--- src/rtl/uart_pkg.sv ---
// Shared definitions for the UART receiver.
//   state_t / ST_*   : receiver FSM state encoding (2 bits)
//   UART_DATA_BITS   : data bits per frame (8N1)
package uart_pkg;

    typedef logic [1:0] state_t;

    localparam state_t ST_IDLE  = 2'd0;
    localparam state_t ST_START = 2'd1;
    localparam state_t ST_DATA  = 2'd2;
    localparam state_t ST_STOP  = 2'd3;

    localparam int UART_DATA_BITS = 8;

endpackage

--- src/rtl/sync_fifo.sv ---
// Single-clock FIFO with show-ahead read.
//   clk, rst_n    : clock, asynchronous active-low reset
//   push, push_data : write request and data
//   pop           : read request; ignored when empty
//   rd_data       : current head (zero when empty)
//   empty         : no entries stored
//   count         : current occupancy
//   count_next    : occupancy after this cycle's accepted push/pop
//   overflow      : push refused this cycle because the FIFO was full
module sync_fifo #(
    parameter int WIDTH = 8,
    parameter int DEPTH = 16
) (
    input  logic                     clk,
    input  logic                     rst_n,
    input  logic                     push,
    input  logic [WIDTH-1:0]         push_data,
    input  logic                     pop,
    output logic [WIDTH-1:0]         rd_data,
    output logic                     empty,
    output logic [$clog2(DEPTH):0]   count,
    output logic [$clog2(DEPTH):0]   count_next,
    output logic                     overflow
);

    localparam int AW = $clog2(DEPTH);
    localparam int PW = AW + 1;

    logic [WIDTH-1:0] mem [DEPTH];
    logic [PW-1:0]    wr_ptr_reg;
    logic [PW-1:0]    rd_ptr_reg;
    logic             full;
    logic             do_push;
    logic             do_pop;

    // Pointers carry an extra wrap bit so full and empty are distinguishable.
    assign empty = (wr_ptr_reg == rd_ptr_reg);
    assign full  = ((wr_ptr_reg ^ rd_ptr_reg) == PW'(DEPTH));

    // A pop in the same cycle frees the slot, so a push into a full FIFO
    // is still accepted when it coincides with a pop.
    assign do_pop   = pop & ~empty;
    assign do_push  = push & (~full | do_pop);
    assign overflow = push & full & ~do_pop;

    assign count      = wr_ptr_reg - rd_ptr_reg;
    assign count_next = count + PW'(do_push) - PW'(do_pop);

    always_ff @(posedge clk or negedge rst_n) begin
        if (!rst_n) begin
            wr_ptr_reg <= '0;
            rd_ptr_reg <= '0;
        end else begin
            if (do_push) wr_ptr_reg <= wr_ptr_reg + PW'(1);
            if (do_pop)  rd_ptr_reg <= rd_ptr_reg + PW'(1);
        end
    end

    always_ff @(posedge clk) begin
        if (do_push) mem[wr_ptr_reg[AW-1:0]] <= push_data;
    end

    // Storage is not reset, so the head is masked to zero while empty.
    assign rd_data = empty ? '0 : mem[rd_ptr_reg[AW-1:0]];

endmodule

--- src/rtl/uart_rx_intc.sv ---
// 8N1 UART receiver with RX FIFO and level interrupt for the core.
//   CLK      : system clock
//   RESET    : asynchronous active-low reset
//   RX       : asynchronous serial input, idle high
//   RD_EN    : pop one FIFO entry
//   ERR_CLR  : clear sticky error flags
//   RD_DATA  : FIFO head (show-ahead), valid with RD_VALID
//   RD_VALID : FIFO non-empty
//   COUNT    : FIFO occupancy
//   OVR_ERR  : sticky, byte dropped on full FIFO
//   FRM_ERR  : sticky, stop bit sampled low
//   UART_INT : registered interrupt request
module uart_rx_intc
    import uart_pkg::*;
#(
    parameter int CLKS_PER_BIT  = 868,
    parameter int FIFO_DEPTH    = 16,
    parameter int INT_THRESHOLD = 1
) (
    input  logic                          CLK,
    input  logic                          RESET,
    input  logic                          RX,
    input  logic                          RD_EN,
    input  logic                          ERR_CLR,
    output logic [UART_DATA_BITS-1:0]     RD_DATA,
    output logic                          RD_VALID,
    output logic [$clog2(FIFO_DEPTH):0]   COUNT,
    output logic                          OVR_ERR,
    output logic                          FRM_ERR,
    output logic                          UART_INT
);

    localparam int CW  = $clog2(FIFO_DEPTH) + 1;
    localparam int CCW = $clog2(CLKS_PER_BIT);
    localparam int BCW = $clog2(UART_DATA_BITS);

    logic                      rx_meta_reg, rx_sync_reg, rx_prev_reg;
    logic                      rx_fall;
    state_t                    state_reg, state_next;
    logic [CCW-1:0]            clk_cnt_reg;
    logic [BCW-1:0]            bit_cnt_reg;
    logic [UART_DATA_BITS-1:0] shift_reg;
    logic                      half_tick, bit_tick, last_bit;
    logic                      cnt_clr, bit_shift, push_req, frm_set;
    logic                      fifo_empty, ovr_set;
    logic [CW-1:0]             count_next;
    logic                      ovr_reg, ovr_next, frm_reg, frm_next, int_reg, int_next;

    // Two-flop synchroniser plus one history flop for edge detection.
    // Resetting to the idle level avoids a false start on reset release.
    always_ff @(posedge CLK or negedge RESET) begin
        if (!RESET) begin
            rx_meta_reg <= 1'b1;
            rx_sync_reg <= 1'b1;
            rx_prev_reg <= 1'b1;
        end else begin
            rx_meta_reg <= RX;
            rx_sync_reg <= rx_meta_reg;
            rx_prev_reg <= rx_sync_reg;
        end
    end

    assign rx_fall   = rx_prev_reg & ~rx_sync_reg;
    assign half_tick = (clk_cnt_reg == CCW'(CLKS_PER_BIT / 2 - 1));
    assign bit_tick  = (clk_cnt_reg == CCW'(CLKS_PER_BIT - 1));
    assign last_bit  = (bit_cnt_reg == BCW'(UART_DATA_BITS - 1));

    // FSM: state register
    always_ff @(posedge CLK or negedge RESET) begin
        if (!RESET) state_reg <= ST_IDLE;
        else        state_reg <= state_next;
    end

    // FSM: next state
    always_comb begin
        state_next = state_reg;
        case (state_reg)
            ST_IDLE:  if (rx_fall) state_next = ST_START;
            // A start bit that is high again at mid-bit was a glitch.
            ST_START: if (half_tick) state_next = rx_sync_reg ? ST_IDLE : ST_DATA;
            ST_DATA:  if (bit_tick && last_bit) state_next = ST_STOP;
            ST_STOP:  if (bit_tick) state_next = ST_IDLE;
            default:  state_next = ST_IDLE;
        endcase
    end

    // FSM: outputs
    always_comb begin
        cnt_clr   = 1'b0;
        bit_shift = 1'b0;
        push_req  = 1'b0;
        frm_set   = 1'b0;
        case (state_reg)
            ST_IDLE:  cnt_clr = 1'b1;
            ST_START: cnt_clr = half_tick;
            ST_DATA: begin
                cnt_clr   = bit_tick;
                bit_shift = bit_tick;
            end
            ST_STOP: begin
                cnt_clr  = bit_tick;
                push_req = bit_tick & rx_sync_reg;
                frm_set  = bit_tick & ~rx_sync_reg;
            end
            default: cnt_clr = 1'b1;
        endcase
    end

    // Bit timing and deserialisation, LSB first.
    always_ff @(posedge CLK or negedge RESET) begin
        if (!RESET) begin
            clk_cnt_reg <= '0;
            bit_cnt_reg <= '0;
            shift_reg   <= '0;
        end else begin
            clk_cnt_reg <= cnt_clr ? '0 : clk_cnt_reg + CCW'(1);
            if (state_reg == ST_IDLE) begin
                bit_cnt_reg <= '0;
            end else if (bit_shift) begin
                shift_reg[bit_cnt_reg] <= rx_sync_reg;
                bit_cnt_reg            <= bit_cnt_reg + BCW'(1);
            end
        end
    end

    sync_fifo #(
        .WIDTH (UART_DATA_BITS),
        .DEPTH (FIFO_DEPTH)
    ) u_fifo (
        .clk        (CLK),
        .rst_n      (RESET),
        .push       (push_req),
        .push_data  (shift_reg),
        .pop        (RD_EN),
        .rd_data    (RD_DATA),
        .empty      (fifo_empty),
        .count      (COUNT),
        .count_next (count_next),
        .overflow   (ovr_set)
    );

    assign RD_VALID = ~fifo_empty;

    // Error events override a simultaneous clear.
    always_comb begin
        ovr_next = (ovr_reg & ~ERR_CLR) | ovr_set;
        frm_next = (frm_reg & ~ERR_CLR) | frm_set;
        int_next = (count_next >= CW'(INT_THRESHOLD)) | ovr_next | frm_next;
    end

    always_ff @(posedge CLK or negedge RESET) begin
        if (!RESET) begin
            ovr_reg <= 1'b0;
            frm_reg <= 1'b0;
            int_reg <= 1'b0;
        end else begin
            ovr_reg <= ovr_next;
            frm_reg <= frm_next;
            int_reg <= int_next;
        end
    end

    assign OVR_ERR  = ovr_reg;
    assign FRM_ERR  = frm_reg;
    assign UART_INT = int_reg;

endmodule

--- config.mk ---
export PLATFORM = sky130hd
export DESIGN_NAME = uart_rx_intc
export DESIGN_NICKNAME = d
export VERILOG_FILES = /design/src/rtl/uart_pkg.sv /design/src/rtl/sync_fifo.sv /design/src/rtl/uart_rx_intc.sv
export SDC_FILE = /design/constraint.sdc
export NUM_CORES = 1
export LEC_CHECK = 0
export CORE_MARGIN = 1.5
export CORE_UTILIZATION = 45
export DETAILED_ROUTE_END_ITERATION = 8
export GPL_TIMING_DRIVEN = 0
export HOLD_SLACK_MARGIN = 0.08
export PLACE_DENSITY = 0.62
export SYNTH_ARGS = -nofsm -noshare
export SYNTH_HDL_FRONTEND = slang
export SYNTH_HIERARCHICAL = 1
export SYNTH_SLANG_ARGS = --single-unit
--- constraint.sdc ---
create_clock -name CLK -period 10.8 [get_ports CLK]
set_input_delay 2.16 -clock CLK [delete_from_list [all_inputs] [get_ports CLK]]
set_output_delay 2.16 -clock CLK [all_outputs]
set_load 0.02 [all_outputs]
Yosys cells after proc, flatten, opt, wreduce, memory -nomap -nowiden
Memory sizes are Yosys's and may differ from the RTL's.
Cells that the tools add are included.
- flip-flop bits (word level): 39
- latch bits: 0
- bits in writable memories: 128
- bits in read-only memories: 0
- input bits: 5
- word-level logic and storage cells: 82
- memories: 1
- $add $sub $neg: 7
- $mul: 0
- divide/modulo/power cells: 0
- $lt $le $gt $ge: 3
- eq/ne operators: 12
- shift operators: 0
- multiplexer cells: 19
- bitwise logic cells: 21
- reduce and logical (&&, ||, !) cells: 7
- memories (memory ; depth ; width ; rd ports ; clocked after Yosys merged registers in ; wr ports ; RTL line ; RTL):
    u_fifo.mem ; 16 ; 8 ; 1 ; 0 ; 1 ; sync_fifo.sv:29 ; logic [WIDTH-1:0] mem [DEPTH];
- operators with widths (kind ; count):
    $add A10 B1 Y10 const B ; 1
    $add A5 B1 Y5 const B ; 2
    $eq A10 B10 Y1 const B ; 1
    $eq A10 B9 Y1 const B ; 1
    $mux W10 ; 1
    $mux W2 ; 5
    $and A1 B1 Y1 ; 9
    $bwmux W8 ; 1
    $mux W8 ; 1
    $ne A2 B2 Y1 const B ; 4
    $pmux W2 S4 ; 1
    $mux W1 ; 6
    $mux W3 ; 2
    $not A1 Y1 ; 6
    $add A5 B1 Y5 ; 1
    $eq A5 B5 Y1 ; 1
    $eq A5 B5 Y1 const B ; 1
    $ge A5 B1 Y1 const B ; 1
    $or A1 B1 Y1 ; 5
    $sub A5 B1 Y5 ; 1
    $sub A5 B5 Y5 ; 1
    $xor A5 B5 Y5 ; 1
    $eq A2 B2 Y1 const B ; 2
    $lt A3 B4 Y1 const B ; 1
    other kinds (12) ; 13

Depth between registers and ports, before layout
Gate-level depths: netlist of run 1.
- depth after elaboration: 10
- depth in mapped cells: 20

Modules after synthesis
The synthesis of run 1 kept the hierarchy.
- modules (own cells, without submodules) (module ; instances ; cells each ; area an instance (um2)):
    sync_fifo ; 1 ; 305 ; 5800.6
    uart_rx_intc ; 1 ; 128 ; 1388.8

Worst setup path before layout of run 1
No wires, ideal clock.
- path type: input-to-reg
- start point: in RD_EN
- end point: reg int_reg, in the netlist UART_INT
- setup time: 0.139 ns
- arrival time: 4.500 ns
- data required time: 10.661 ns
- path slack: 6.162 ns
- cell stages on the path: 15
- path buffers: 1
- cell sequence: nor3_1 -> nor2b_1 -> buf_2 -> inv_1 -> ha_1 -> inv_1 -> ha_1 -> inv_1 -> fa_1 -> inv_1 -> a21o_1 -> a21oi_1 -> xnor2_1 -> xnor2_1 -> or4_1
- word-level cells in the longest chain between the ends: 8
- elaborated cells between the ends (all ways): 11
- classes of those cells: add/sub: 2; order compare: 1; bitwise: 8
- RTL lines (what ; RTL line ; RTL):
    start: declaration ; uart_rx_intc.sv:23 ; input logic RD_EN,
    $and A1 B1 Y1 (*) ; sync_fifo.sv:42 ; assign do_pop = pop & ~empty;
    $or A1 B1 Y1 ; sync_fifo.sv:43 ; assign do_push = push & (~full | do_pop);
    $and A1 B1 Y1 ; sync_fifo.sv:43 ;
    $add A5 B1 Y5 ; sync_fifo.sv:47 ; assign count_next = count + PW'(do_push) - PW'(do_pop);
    $sub A5 B1 Y5 (*) ; sync_fifo.sv:47 ;
    via count_next[4] ; uart_rx_intc.sv:46 ; logic [CW-1:0] count_next;
    $ge A5 B1 Y1 (*) ; uart_rx_intc.sv:148 ; int_next = (count_next >= CW'(INT_THRESHOLD)) | ovr_next | frm_next;
    $or A1 B1 Y1 (*) (2 in a row) ; uart_rx_intc.sv:148 ;
    via int_next ; uart_rx_intc.sv:47 ; logic ovr_reg, ovr_next, frm_reg, frm_next, int_reg, int_next;
    end signal: assignment ; uart_rx_intc.sv:159 ; int_reg <= int_next;
    end: declaration ; uart_rx_intc.sv:47 ;
Mark *: on every way through the listed nets, which the timed path passes. The rest lies on a longest branch.
A chain may end at the register's enable or synchronous reset.

Worst setup path in the final report of run 1
- start point: reg u_fifo.rd_ptr_reg[1]
- end point: out COUNT[4]
- word-level cells in the longest chain between the ends: 1
- RTL lines (what ; RTL line ; RTL):
    start: declaration ; sync_fifo.sv:31 ; logic [PW-1:0] rd_ptr_reg;
    start signal: assignment ; sync_fifo.sv:55 ; if (do_pop) rd_ptr_reg <= rd_ptr_reg + PW'(1);
    $sub A5 B5 Y5 ; sync_fifo.sv:46 ; assign count = wr_ptr_reg - rd_ptr_reg;
    end: declaration ; uart_rx_intc.sv:27 ; output logic [$clog2(FIFO_DEPTH):0] COUNT,
No other way between the ends.

==> flow_summary.yaml, run 1 <==
power:
  p_per_area_mw_per_mm2: 211
  p_leak_uw: 0.00335
  p_seq_frac: 0.421
  finalPower_uw: 1740
  intPower_uw: 1270
  p_comb_frac: 0.229
  sw_frac_of_total: 0.272
  ir_drop_uv: 111
  clock_power_share: 0.350
  p_sw_uw: 474
cts:
  cts_tree: "built"
  holdBufCountCts: 0
  cts_buffer_depth: 2
  path_clk_slew_ns: 0.06
  clock-sinks: 167
  cts_made_buffers: 17
  worstSkewPairLatency_ns: 0.42
  root_buffer: "clkbuf_16"
  cts_max_level: 4
  cts_resized: 0
  cts_setup_buffers: 0
logic_synthesis:
  synth_cell_types: 41
  ys_seq_area_frac: 0.671
  avgSynthCellArea_sq_um: 16.6
  syn_nets: 458
  synth_warnings: 6
  netlist_instances: 433
  ys_seq_elements: 167
  syn_area_sq_mm: 0.00719
grt:
  antenna_found_initial: 0
  grt_usage: 0.187
  grt_max_degree: 40
  grt-ovfl-total: 0
  grt_pass1_wl_mm: 22.3
  grt_pass1_vias: 3868
die:
  coreArea_sq_mm: 0.0158
  num_io_pins: 22
  start_util: 0.456
  dieArea_sq_mm: 0.0167
  rows: 46
  die_y_microns: 129
  fp.dieW_microns: 129
setup_path:
  max_stage_delay_ns: 0.66
  crit_chain: "buf_6 -> clkbuf_1 -> inv_1 -> fa_1 -> a21o_1 -> a21oi_1 -> xnor2_1 -> clkdlybuf4s50_1"
  path_buf_inv: 4
  rr_endpoint: "UART_INT"
  cp_num_cells: 8
  reg2reg_setup_slack_ns: 6.33
  r2r_start: "u_fifo/rd_ptr_reg[1]"
  critPathCaptureType: "output pin"
  r2r_cells: 17
  critical_path_class: "reg -> out"
  worst_setup_path_start_kind: "register"
  worst_ep_arrival_time_ns: 3.29
  required_ns: 8.64
  path_delay_family: "buffers and inverters"
  cpMaxStageDelayCell: "clkdlybuf4s50_1"
  crit_start: "u_fifo/rd_ptr_reg[1]"
  critPathMaxFanout: 10
  worstSetupEndpoint: "COUNT[4]"
sta:
  grt_setup_unrepaired: "no"
  maxSlewHeadroom: 0.120
  fin_crit_ns: 5.45
  fin_skew_ns: 0.00615
  finalHoldViolations: 0
  post-route-period-util: 0.505
  worstMarginPinSlew_ns: 1.31
  final-setup-viol-count: 0
  drv_slew: 0
  setup_tns_ns: 0
  max_clock_freq_mhz: 183
  final.setup.worst_slack_ns: 5.35
route:
  vias: 3871
  finalWirelength_mm: 14.2
  viasPerCell: 5.51
  route.detailed.drc: 0
  wl_per_cell_microns: 20.1
  dr.pass1.iters: 5
  drtIter0Drc: 347
  antenna_left: 0
placed_design:
  dp_hpwl_mm: 9.47
  place.gp.congestion: 0.826
  place_area_sq_mm: 0.00766
  io_buffers: 21
  dp_slack_ns: 5.39
layout:
  syn2layout_area_growth_pct: 15.0
  multiInputGateArea_sq_mm: 0.00217
  antennaDiodeCount: 0
  fin_area_sq_mm: 0.00827
  final_core_util: 0.524
  fill_cells: 1292
  nets: 499
  drive_above_1_share: 0.146
  largest_register_ffs: 128
  regArea_sq_mm: 0.00482
run_status:
  status: "finished clean"
hold_path:
  min_path_type: "reg -> reg"
run:
  drv_cap: 0
==> metrics by stage <==
stage                     hold slack, ns  instances
after floorplan                    0.345        433
after global placement             0.350        670
after detailed placement           0.350        670
after CTS                          0.358        702
after global routing               0.367        703
final                              0.356        703
==> Yosys cell counts (all sizes together) <==
cell type | number | area share
and2 | 1 | 0.00087
inv | 21 | 0.011
nor4bb | 2 | 0.0037
a21o | 7 | 0.0075
a21oi | 13 | 0.0090
mux2i | 1 | 0.0014
clkbuf | 6 | 0.0031
nor2 | 34 | 0.018
nor2b | 5 | 0.0047
mux4 | 32 | 0.11
nand3 | 9 | 0.0063
nand2b | 3 | 0.0026
fa | 2 | 0.0056
a32oi | 1 | 0.0012
nor3 | 10 | 0.0070
dfstp | 3 | 0.011
mux2 | 8 | 0.013
a32o | 2 | 0.0028
nor3b | 1 | 0.0017
ha | 18 | 0.031
nand2 | 15 | 0.0078
xor2 | 4 | 0.0049
nand4 | 11 | 0.010
a22o | 1 | 0.0012
xnor2 | 20 | 0.024
and4 | 1 | 0.0012
edfxtp | 128 | 0.53
o21ai | 3 | 0.0021
a22oi | 17 | 0.018
or4 | 3 | 0.0031
nor4 | 2 | 0.0017
buf | 13 | 0.014
dfrtp | 36 | 0.13
==> cells by family after synthesis <==
logic type | Yosys count | share of synthesized area
multiplexers | 41 | 0.124
adder cells (fa/ha/maj) | 20 | 0.0369
AO/OA/AOI/OAI | 44 | 0.0423
flip-flops | 167 | 0.671
AND/OR/NAND/NOR | 97 | 0.0689
XOR/XNOR | 24 | 0.0292
buffers and inverters | 40 | 0.0282
==> how the worst min path moves through the flow <==
stage | start | to | slack (ns) | depth (start not counted)
floorplan | rx_meta_reg | rx_sync_reg | 0.35 | 0
global placement | rx_meta_reg | rx_sync_reg | 0.35 | 0
detailed placement | rx_meta_reg | rx_sync_reg | 0.35 | 0
CTS | rx_meta_reg | rx_sync_reg | 0.36 | 0
global route | rx_meta_reg | rx_sync_reg | 0.37 | 0
finish | rx_meta_reg | rx_sync_reg | 0.36 | 0
==> layer usage <==
| metal | track usage | wire [microns] |
|---|---|---|
| met1 | 0.258 | 6250 |
| met2 | 0.293 | 6950 |
| met5 | 0 | 0 |
| met3 | 0.0429 | 673 |
| met4 | 0.0707 | 280 |
==> final cells by class <==
class | instances | area share
repair buffers | 22 | 0.0257
inverters | 21 | 0.00953
multi-input cells | 226 | 0.262
flip-flops and latches | 167 | 0.583
plain buffers | 19 | 0.0150
clock inverters | 13 | 0.0194
clock buffers | 19 | 0.0523
well taps | 216 | 0.0327
==> placed cells by master, fill, tap and decap left out, drive strengths merged, types with 4 or more instances in the layout <==
master and count:
nand3 9, a21o 7, edfxtp 128, nor3 10, mux2 8, bufinv 4
xnor2 20, clkinv 8, buf 15, nor2 34, xor2 4, clkbuf 25
a21oi 13, mux4 32, dfrtp 36, a22oi 17, nand4 11, nand2 15
inv 21, ha 18, nor2b 5, clkdlybuf4s50 20
==> power groups by stage <==
stage,clock network [uW],logic (uW),registers [uW]
finish,610,399,734
floorplan,0,298,740
CTS,621,405,734
detailed placement,0,403,747
global placement,0,395,745
global route,647,440,737
==> worst reg2reg max path, stage by stage, from the launching register on <==
cell	delay [ns]
dfrtp_1	0.37
buf_6	0.15
clkbuf_1	0.49
inv_1	0.21
ha_1	0.35
nand4_1	0.13
nor3_1	0.29
nor2b_1	0.07
buf_2	0.19
inv_1	0.08
ha_1	0.22
inv_1	0.06
ha_1	0.15
inv_1	0.06
fa_1	0.51
inv_1	0.04
or4_1	0.55
or4_1	0.42
No activity file was read; power rests on OpenSTA's default activity.
==> run 2, diff against run 1 <==
- PLACE_DENSITY: 0.62 -> 0.65
- clock period: 10.8 -> 4.7 ns (I/O delays scaled with it)
==> run 2 against run 1 <==
  * Core utilization is 0.18 points higher
  * Die area unchanged
  * Clock-buffer cell count decreased by 2
  * Non-clock buffer count fell by 1
  * Final cell count fell by 0.14%
  * Wire length fell by 1.7%
==> flow_summary.yaml, run 2 (synthesis gave the netlist of run 1 again) <==
hold_path:
  min_from: "rx_meta_reg"
  min_path_type: "reg -> reg"
  worstHoldPathCells: 0
  whs_endpoint: "rx_sync_reg"
placed_design:
  dp_hpwl_mm: 9.30
  place.gp.congestion: 0.778
  io_buffers: 21
route:
  antenna_left: 0
  wl_per_cell_microns: 19.8
  finalWirelength_mm: 13.9
  vias: 3835
  route.detailed.drc: 0
  viasPerCell: 5.46
  drtIter0Drc: 294
  dr.pass1.iters: 4
grt:
  met1_usage: 0.236
  grtUsageMet2: 0.298
  grt_max_degree: 40
  grt_usage: 0.182
  grt_pass1_wl_mm: 21.6
  use_met3: 0.0413
  grt_pass1_vias: 3875
  antenna_found_initial: 0
  grt_busiest_layer: "met2"
  grt-ovfl-total: 0
sta:
  worstMarginPinSlew_ns: 1.21
  grt_setup_unrepaired: "no"
  finalHoldViolations: 0
  fin_crit_ns: 4.08
  max_clock_freq_mhz: 245
  final-setup-viol-count: 0
  drv_slew: 0
  fin_skew_ns: 0.0185
  post-route-period-util: 0.867
  setup_tns_ns: 0
  maxSlewHeadroom: 0.185
  hold_slack_ns: 0.355
power:
  p_per_area_mw_per_mm2: 488
  p_leak_uw: 0.00337
  p_comb_frac: 0.224
  sw_frac_of_total: 0.277
  intPower_uw: 2930
  clock_power_share: 0.360
  p_sw_uw: 1120
  ir_drop_uv: 269
  finalPower_uw: 4050
  p_seq_frac: 0.416
setup_path:
  crit_chain: "ha_1 -> nor4bb_2 -> nand4_2 -> nor2_1 -> nor2b_1 -> buf_2 -> inv_1 -> ha_1 -> inv_1 -> ha_1 -> inv_1 -> fa_1 -> inv_1 -> or4_1 -> or4_1"
  cpMaxStageDelayCell: "or4_1"
  critical_path_class: "reg -> reg"
  worst_setup_path_start_kind: "register"
  reg2reg_setup_slack_ns: 0.62
  worst_ep_arrival_time_ns: 4.37
  critPathMaxFanout: 10
  critPathCaptureType: "register"
  rr_endpoint: "UART_INT"
  max_stage_delay_ns: 0.53
  required_ns: 4.99
  r2r_cells: 15
  cp_common_cell: "inv_1"
  r2r_start: "clk_cnt_reg[0]"
cts:
  cts_setup_buffers: 0
  holdBufCountCts: 0
  path_clk_slew_ns: 0.06
  cts_resized: 0
  cts_max_level: 4
  cts_made_buffers: 17
  cts_tree: "built"
  clock-sinks: 167
  worstSkewPairLatency_ns: 0.43
  root_buffer: "clkbuf_16"
  cts_buffer_depth: 2
layout:
  nets: 498
  largest_register_ffs: 128
  layout_commonest_cell: "edfxtp_1"
  final_cell_mix: "edfxtp_1 (128), dfrtp_1 (36), nor2_1 (34)"
  antennaDiodeCount: 0
  syn2layout_area_growth_pct: 15.4
  drive_above_1_share: 0.158
die:
  start_util: 0.456
  fp.dieW_microns: 129
  die_y_microns: 129
  dieArea_sq_mm: 0.0167
  coreArea_sq_mm: 0.0158
  num_io_pins: 22
  rows: 46
run_status:
  status: "finished clean"
run:
  drv_cap: 0
==> run 2: worst max-delay path by stage <==
stage                                    start        to  cells after the start
after global placement    u_fifo/rd_ptr_reg[1]  UART_INT                     17
final                           clk_cnt_reg[0]  UART_INT                     15
after floorplan           u_fifo/rd_ptr_reg[1]  UART_INT                     20
after global routing            clk_cnt_reg[0]  UART_INT                     18
after detailed placement  u_fifo/rd_ptr_reg[1]  UART_INT                     17
after CTS                 u_fifo/rd_ptr_reg[1]  UART_INT                     17
==> run 2: critical path: cells and delay by family (launching register included) <==
kind,cells,cell delay (ns)
and+or+nand+nor,6,1.93
adders and majority gates,4,1.16
buffers and inverters,5,0.45
DFF,1,0.39
==> run 2: metrics by stage <==
stage / util / cell area, sq um / std cells / setup WS (ns)
after floorplan: - / 7190 / 433 / 0.868
after detailed placement: 0.486 / 7660 / 670 / 0.231
after CTS: 0.526 / 8290 / 702 / 0.230
after global routing: 0.526 / 8300 / 702 / 0.253
final: 0.526 / 8300 / 702 / 0.623
after global placement: 0.486 / 7670 / 670 / 0.275
==> run 2: routing by layer <==
layer | share of wire | wire, microns
met5 | 0 | 0
met4 | 0.014 | 199
met3 | 0.056 | 773
met2 | 0.50 | 6940
met1 | 0.43 | 6000
==> run 2: power by group through the flow <==
stage	logic (uW)	clock network, uW	registers [uW]
after detailed placement	922	0	1710
after global placement	903	0	1710
after global routing	995	1540	1690
after floorplan	684	0	1700
final	908	1460	1680
after CTS	926	1480	1680
==> run 2: layout make-up <==
cell class                      count  area [sq um]
Buffer                             18           120
Fill cell                        1293          7470
Clock inverter                     15           200
Inverter                           21          78.8
Timing Repair Buffer               22           213
Sequential cell                   167          4820
Tap cell                          216           270
Clock buffer                       17           425
Multi-Input combinational cell    226          2170
==> run 3, diff against run 2 <==
- MAX_ROUTING_LAYER: not set -> met4
==> run 3 against run 2 <==
  * Critical path depth unchanged
  * Via count rose by 0.10%
  * First-iteration DRC count grew 5.1%
  * Clock power hardly changed
  * Clock-buffer cell count unchanged
  * Critical path type unchanged
  * Largest cell class unchanged
==> flow_summary.yaml, run 3 (synthesis gave the netlist of run 1 again) <==
setup_path:
  r2r_start: "clk_cnt_reg[0]"
  r2r_cells: 15
  critical_path_class: "reg -> reg"
  critPathCaptureType: "register"
  rr_endpoint: "UART_INT"
  reg2reg_setup_slack_ns: 0.62
  worst_ep_arrival_time_ns: 4.37
  worst_setup_path_start_kind: "register"
  critPathMaxFanout: 10
  required_ns: 5.00
power:
  finalPower_uw: 4050
  p_per_area_mw_per_mm2: 488
  p_leak_uw: 0.00337
  ir_drop_uv: 269
die:
  num_io_pins: 22
  fp.dieW_microns: 129
  die_y_microns: 129
  coreArea_sq_mm: 0.0158
  start_util: 0.456
  dieArea_sq_mm: 0.0167
  rows: 46
sta:
  final-setup-viol-count: 0
  drv_slew: 0
  worstMarginPinSlew_ns: 1.23
  final.setup.worst_slack_ns: 0.624
  fin_crit_ns: 4.08
  max_clock_freq_mhz: 245
  fin_skew_ns: 0.00732
  finalHoldViolations: 0
  grt_setup_unrepaired: "no"
  post-route-period-util: 0.867
  maxSlewHeadroom: 0.171
  setup_tns_ns: 0
grt:
  grt-ovfl-total: 0
  grt_usage: 0.187
  grt_pass1_vias: 3881
  use_met3: 0.0438
  antenna_found_initial: 0
  grtUsageMet2: 0.299
  grt_pass1_wl_mm: 21.6
  grt_busiest_layer: "met2"
  grt_max_degree: 40
  met1_usage: 0.235
cts:
  cts_setup_buffers: 0
  cts_made_buffers: 17
  holdBufCountCts: 0
  clock-sinks: 167
  cts_max_level: 4
  root_buffer: "clkbuf_16"
  cts_buffer_depth: 2
  cts_tree: "built"
  cts_resized: 0
  worstSkewPairLatency_ns: 0.43
  path_clk_slew_ns: 0.06
run:
  drv_cap: 0
layout:
  nets: 498
  final_cell_mix: "edfxtp_1 (128), dfrtp_1 (36), nor2_1 (34)"
  syn2layout_area_growth_pct: 15.4
  layout_commonest_cell: "edfxtp_1"
  fin_area_sq_mm: 0.00830
  drive_above_1_share: 0.158
  largest_register_ffs: 128
  fill_cells: 1293
  antennaDiodeCount: 0
run_status:
  status: "finished clean"
route:
  finalWirelength_mm: 13.9
  antenna_left: 0
  dr.pass1.iters: 5
  route.detailed.drc: 0
  viasPerCell: 5.47
  drtIter0Drc: 309
  vias: 3839
  wl_per_cell_microns: 19.7
placed_design:
  place.gp.congestion: 0.788
  dp_hpwl_mm: 9.30
  place_area_sq_mm: 0.00766
  dp_slack_ns: 0.231
  io_buffers: 21
hold_path:
  worstHoldPathCells: 0
  min_from: "rx_meta_reg"
  min_path_type: "reg -> reg"
  whs_endpoint: "rx_sync_reg"
==> run 3: worst max path at each step <==
stage	startpoint	end	slack, ns
CTS	u_fifo/rd_ptr_reg[1]	UART_INT	0.23
detailed placement	u_fifo/rd_ptr_reg[1]	UART_INT	0.23
floorplan	u_fifo/rd_ptr_reg[1]	UART_INT	0.87
global placement	u_fifo/rd_ptr_reg[1]	UART_INT	0.27
global route	clk_cnt_reg[0]	UART_INT	0.25
finish	clk_cnt_reg[0]	UART_INT	0.62
==> run 3: area by class of cell <==
| type | instances | area, sq um | area share |
|---|---|---|---|
| Inverter | 21 | 78.8 | 0.00950 |
| Timing Repair Buffer | 22 | 213 | 0.0256 |
| Buffer | 18 | 120 | 0.0145 |
| Multi-Input combinational cell | 226 | 2170 | 0.261 |
| Sequential cell | 167 | 4820 | 0.581 |
| Clock buffer | 17 | 425 | 0.0513 |
| Clock inverter | 15 | 200 | 0.0241 |
| Tap cell | 216 | 270 | 0.0326 |
==> run 3: where the power goes <==
| part | leakage [uW] | total (uW) | internal [uW] | switching [uW] |
|---|---|---|---|---|
| logic | 0.00109 | 908 | 411 | 497 |
| registers | 0.00198 | 1680 | 1630 | 56.2 |
| clock network | 0.000299 | 1460 | 890 | 567 |
| total | 0.00337 | 4050 | 2930 | 1120 |
==> run 3: metal layers <==
metal / vias up / wire length [microns]
met5: - / 0
met4: 0 / 206
met3: 15 / 491
met2: 60 / 6950
met1: 2003 / 6210
li1: 1761 / -
==> run 3: worst max-delay path, cell delays in order, from the launching register on <==
cell and delay, ns:
dfrtp_1 0.39, ha_1 0.23, nor4bb_2 0.36, nand4_2 0.31
nor2_1 0.20, nor2b_1 0.13, buf_2 0.22, inv_1 0.07
ha_1 0.28, inv_1 0.06, ha_1 0.16, inv_1 0.06
fa_1 0.49, inv_1 0.04, or4_1 0.53, or4_1 0.40
==> run 3: metrics by stage <==
| stage | hold WS (ns) | utilization | std cells |
|---|---|---|---|
| 3_5_place_dp | 0.347 | 0.486 | 670 |
| 5_1_grt | 0.365 | 0.526 | 702 |
| 3_3_place_gp | 0.345 | 0.486 | 670 |
| 2_1_floorplan | 0.345 | - | 433 |
| 6_report | 0.355 | 0.526 | 702 |
| 4_1_cts | 0.356 | 0.526 | 702 |
